File: config.mk
export PLATFORM = sky130hd
export DESIGN_NAME = top_seq_ctrl
export DESIGN_NICKNAME = d
export VERILOG_FILES = /design/src/rtl/top_seq_ctrl.sv
export SDC_FILE = /design/constraint.sdc
export NUM_CORES = 1
export LEC_CHECK = 0
export BUFFER_PORTS_ARGS = -buffer_cell sky130_fd_sc_hd__buf_2
export CAP_MARGIN = 20
export CORE_MARGIN = 4
export CORE_UTILIZATION = 48
export CTS_CLUSTER_SIZE = 30
export DETAILED_ROUTE_END_ITERATION = 10
export GPL_TIMING_DRIVEN = 0
export PLACE_DENSITY = 0.84
export SLEW_MARGIN = 40
export SYNTH_ARGS = -nofsm -noshare
export SYNTH_HDL_FRONTEND = slang
export SYNTH_SLANG_ARGS = --single-unit
File: constraint.sdc
create_clock -name clk -period 3 [get_ports clk]
set_clock_uncertainty 0.2 [all_clocks]
set_input_delay 0.6 -clock clk [delete_from_list [all_inputs] [get_ports clk]]
set_output_delay 0.6 -clock clk [all_outputs]
set_load 0.03 [all_outputs]
File: src/rtl/top_seq_ctrl.sv
// Multi-cycle instruction sequencer: fetches one word over a ready/valid memory
// port, hands it to the datapath for one EXEC cycle, and halts on ebreak, fetch timeout or misaligned PC.
module top_seq_ctrl #(
    parameter logic [31:0] RESET_PC = 32'h8000_0000,
    parameter logic [7:0]  TIMEOUT  = 8'd255
) (
    input  logic        clk,
    input  logic        rst,
    output logic        imem_req_valid,
    input  logic        imem_req_ready,
    output logic [31:0] imem_req_addr,
    input  logic        imem_rsp_valid,
    input  logic [31:0] imem_rsp_data,
    output logic        imem_rsp_ready,
    output logic [31:0] inst,
    output logic        inst_valid,
    input  logic [31:0] dnpc,
    input  logic        rf_wen_in,
    output logic        rf_wen,
    output logic [31:0] pc,
    output logic [31:0] instret,
    output logic        halted,
    output logic [1:0]  halt_code
);

    typedef enum logic [2:0] {
        S_IDLE,
        S_FETCH_REQ,
        S_FETCH_WAIT,
        S_EXEC,
        S_HALT
    } state_t;

    localparam logic [1:0] HC_EBREAK    = 2'b01;
    localparam logic [1:0] HC_TIMEOUT   = 2'b10;
    localparam logic [1:0] HC_MISALIGN  = 2'b11;

    state_t      state_q, state_d;
    logic [31:0] pc_q, pc_d;
    logic [31:0] instret_q, instret_d;
    logic [31:0] inst_q, inst_d;
    logic [1:0]  halt_code_q, halt_code_d;
    logic [7:0]  timeout_q, timeout_d;

    logic expire;
    logic is_ebreak;
    logic misaligned;

    // The current cycle is the last one the fetch may use; compared in 9 bits so TIMEOUT=0 behaves.
    assign expire     = ({1'b0, timeout_q} + 9'd1) >= {1'b0, TIMEOUT};
    assign is_ebreak  = (inst_q & 32'hFFF0_707F) == 32'h0010_0073;
    assign misaligned = dnpc[1:0] != 2'b00;

    always_comb begin
        state_d        = state_q;
        pc_d           = pc_q;
        instret_d      = instret_q;
        inst_d         = inst_q;
        halt_code_d    = halt_code_q;
        timeout_d      = timeout_q;
        imem_req_valid = 1'b0;
        imem_req_addr  = 32'h0;
        imem_rsp_ready = 1'b0;
        inst_valid     = 1'b0;
        rf_wen         = 1'b0;
        halted         = 1'b0;

        case (state_q)
            S_IDLE: begin
                state_d   = S_FETCH_REQ;
                timeout_d = 8'd0;
            end
            S_FETCH_REQ: begin
                imem_req_valid = 1'b1;
                imem_req_addr  = pc_q;
                timeout_d      = timeout_q + 8'd1;
                // A handshake in the expiry cycle still wins over the fault.
                if (imem_req_ready) begin
                    state_d = S_FETCH_WAIT;
                end else if (expire) begin
                    state_d     = S_HALT;
                    halt_code_d = HC_TIMEOUT;
                end
            end
            S_FETCH_WAIT: begin
                imem_rsp_ready = 1'b1;
                timeout_d      = timeout_q + 8'd1;
                if (imem_rsp_valid) begin
                    inst_d  = imem_rsp_data;
                    state_d = S_EXEC;
                end else if (expire) begin
                    state_d     = S_HALT;
                    halt_code_d = HC_TIMEOUT;
                end
            end
            S_EXEC: begin
                inst_valid = 1'b1;
                if (is_ebreak) begin
                    state_d     = S_HALT;
                    halt_code_d = HC_EBREAK;
                end else if (misaligned) begin
                    state_d     = S_HALT;
                    halt_code_d = HC_MISALIGN;
                end else begin
                    rf_wen    = rf_wen_in;
                    pc_d      = dnpc;
                    instret_d = instret_q + 32'd1;
                    timeout_d = 8'd0;
                    state_d   = S_FETCH_REQ;
                end
            end
            S_HALT: begin
                halted = 1'b1;
            end
            default: begin
                state_d = S_IDLE;
            end
        endcase
    end

    always_ff @(posedge clk) begin
        if (rst) begin
            state_q     <= S_IDLE;
            pc_q        <= RESET_PC;
            instret_q   <= 32'h0;
            inst_q      <= 32'h0;
            halt_code_q <= 2'b00;
            timeout_q   <= 8'd0;
        end else begin
            state_q     <= state_d;
            pc_q        <= pc_d;
            instret_q   <= instret_d;
            inst_q      <= inst_d;
            halt_code_q <= halt_code_d;
            timeout_q   <= timeout_d;
        end
    end

    assign inst      = inst_q;
    assign pc        = pc_q;
    assign instret   = instret_q;
    assign halt_code = halt_code_q;

endmodule

==> flow_summary_export.csv <==
group,metric,value,unit
cells_and_area,drive_above_1_share,28.2,%
yosys,syn_area_per_cell,7.86,um^2
drt,remaining_drc_errors,0,
setup_path,critPathLaunchType,"flop",
cts,clk_latency,0.36,ns
power_and_ir_drop,power.density,438,nW/um^2
yosys,syn_inst,604,
yosys,synth_top_cell_by_area,"dfxtp_1",
sta,period_minus_slack,2.88,ns
sta,max_freq,0.347,GHz
global_routing,grt_pass1_vias,4786,
floorplanning,rows,36,
yosys,syn_area,4750,um^2
cells_and_area,fin_nets,892,
placed_design,dpl_worst_slack,-0.551,ns
yosys,async_reset_ff_share,0,%
yosys,ys_types,43,
sta,grt_setup_unrepaired,"false",
cts,path_clk_slew,0.09,ns
cts,hold_buffers,0,
drt,wire_per_inst,15.2,um
floorplanning,die_w,107,um
min_path,holdCritStartpoint,"dnpc[31]",
yosys,synth_top_cell_area_share,45.9,%
cells_and_area,syn_to_final_growth,30.3,%
cts,cts_made_buffers,9,
min_path,min_path_cells,3,
cells_and_area,diodes,0,
power_and_ir_drop,p_leak,2.62,nW
drt,num_vias,5140,
yosys,yosys_warnings,0,
sta,max_slew_margin,61.9,%
global_routing,antenna_found_initial,0,
global_routing,grt_pass1_wl,22.9,mm
cts,clockRootBuffer,"clkbuf_8",
setup_path,reg2regPathDepth,7,
cells_and_area,final_common_cell,"buf_2",
drt,wl,14.5,mm
placed_design,place_hpwl,11.0,mm
setup_path,r2r-start,"inst[26]$_SDFFE_PP0P_",
yosys,ys.flop_type,"dfxtp_1",
yosys,synthTopCellsByArea,"dfxtp_1 46%, nand2_1 11%, a21oi_1 11%, and2_1 4.3%, o31ai_1 3.0%",
floorplanning,ios,204,
setup_path,slowest_stage,"nand3b_1",
sta,maxSlewViolCount,0,
sta,setup_violations,0,
drt,first_pass_iters,5,
cts,cts_tree,"built",
setup_path,cp_num_cells,6,
sta,timing.final.crit_share,96.0,%
setup_path,path_buf_inv,2,
setup_path,worstPathMaxFanout,8,
drt,detail_route.iter0.violations,229,
yosys,syn_nets,676,
setup_path,critPathTopFamily,"simple AND/OR/NAND/NOR gates",
setup_path,end_kind,"output port",
floorplanning,die_h,107,um
setup_path,crit_path_max_incr_delay,0.36,ns
setup_path,path_cells,"clkbuf_1 -> nand3b_1 -> nor3_2 -> a21boi_4 -> and2_1 -> buf_2",
power_and_ir_drop,ir_drop,0.000283,V
setup_path,crit_type,"reg -> out",
sta,tightest_slew,0.572,ns
placed_design,place.gp.congestion,0.876,
drt,drtAntennaViolNets,0,
cts,clock-sinks,109,
sta,setup_slack,0.121,ns
global_routing,overflow,0,
job,cap_violations,0,
sta,hold_ws,0.259,ns
setup_path,crit_required,2.20,ns
cts,clockBufferDepth,2,
floorplanning,start_util,49.0,%
floorplanning,core_area,9680,um^2
cts,h-tree-depth,3,
floorplanning,die_area,11600,um^2
setup_path,worstPathArrival,2.08,ns
drt,via_per_inst,5.38,
placed_design,numPortBuffers,203,
global_routing,grt_max_degree,18,
min_path,hp-class,"in -> reg",
yosys,synth-seq-cells,109,
cells_and_area,final_cell_mix,"206 x buf_2, 141 x nand2_1, 109 x dfxtp_1",
global_routing,grtUsageTotal,24.4,%
run_status,status,"finished, final reports clean",
yosys,synth_edf_count,0,
sta,hold_viol_final,0,
yosys,synth_seq_area_share,45.9,%
sta,fin_setup_tns,0,ns
setup_path,startpoint,"state_q[2]$_SDFFE_PP0N_",
==> worst paths after layout <==
kind                         endpoint  slack (ns)
max                            rf_wen        0.12
min reg2reg     inst[10]$_SDFFE_PP0P_        0.26
max reg2reg  instret[16]$_SDFFE_PP0P_        0.27
min               pc[31]$_SDFFE_PP1P_        0.26
==> Yosys cell counts, drive strengths merged, types with 2 or more instances <==
cell type and number:
nand2 141, dfxtp 109, a21oi 102, clkbuf 35, and2 34, nor2 21
o31ai 19, or4 19, nand3 15, o21ai 15, or3 11, nor3 10
nand4 9, inv 8, nor3b 7, nor4 5, o2bb2ai 5, buf 4
xor2 4, and4 3, ha 3, a211oi 2, a21o 2, and3 2
and4b 2, mux2i 2, nand2b 2, nand3b 2, o211ai 2
==> power by group <==
part           switching, mW  internal, mW
clock                  0.473         0.464
sequential            0.0250          1.47
combinational          0.182        0.0970
==> flip-flops by register name, indices dropped and copies added, names as in the netlist <==
name / cells
halt_code: 2
inst: 32
instret: 32
pc: 32
state_q: 3
timeout_q: 8
==> per-layer routing <==
layer	part of all wire (%)	routed length, um	vias up	track usage, %
met4	1.8	257	0	7.21
met5	0	0	-	0
met3	6.6	958	23	6.24
met2	50	7290	168	41.7
met1	41	6000	2410	30.3
li1	-	-	2539	-
==> what timing repair did <==
| item | in CTS | in global routing |
|---|---|---|
| buffers inserted | 3 | 2 |
| setup endpoints to repair | 37 | 39 |
| pin swaps | 1 | 1 |
| gates resized for setup | 4 | 4 |
==> final cells by class <==
| cell class | count | area (um^2) |
|---|---|---|
| Fill cell | 847 | 3500 |
| Inverter | 8 | 30.0 |
| Timing Repair Buffer | 208 | 1050 |
| Buffer | 36 | 148 |
| Multi-Input combinational cell | 448 | 2410 |
| Sequential cell | 109 | 2180 |
| Clock buffer | 12 | 135 |
| Clock inverter | 2 | 60.1 |
| Tap cell | 133 | 166 |
==> kinds of logic (layout without fill, tap and decap cells) <==
kind of cell / count (synthesis) / count (layout) / synth area share (%)
mux: 3 / 3 / 0.659
xor+xnor: 5 / 5 / 0.922
compound gates: 150 / 150 / 17.7
simple gates: 287 / 287 / 30.0
flops: 109 / 109 / 45.9
buf+inv: 47 / 266 / 3.95
fa+ha+maj: 3 / 3 / 0.790
==> per-stage QoR <==
stage / utilization (%) / std cells / total power [mW] / instance area, um^2
floorplan: - / 604 / 1.68 / 4750
global placement: 61.3 / 940 / 1.78 / 5930
detailed placement: 61.3 / 940 / 1.80 / 5940
CTS: 63.7 / 955 / 2.72 / 6170
global route: 63.9 / 956 / 2.81 / 6190
finish: 63.9 / 956 / 2.71 / 6190
==> tightest hold or removal path: stages <==
cell	delay [ns]
buf_2	0.08
nand2_1	0.04
nand3b_1	0.07
Note: power is estimated with default switching activity, not from simulation.
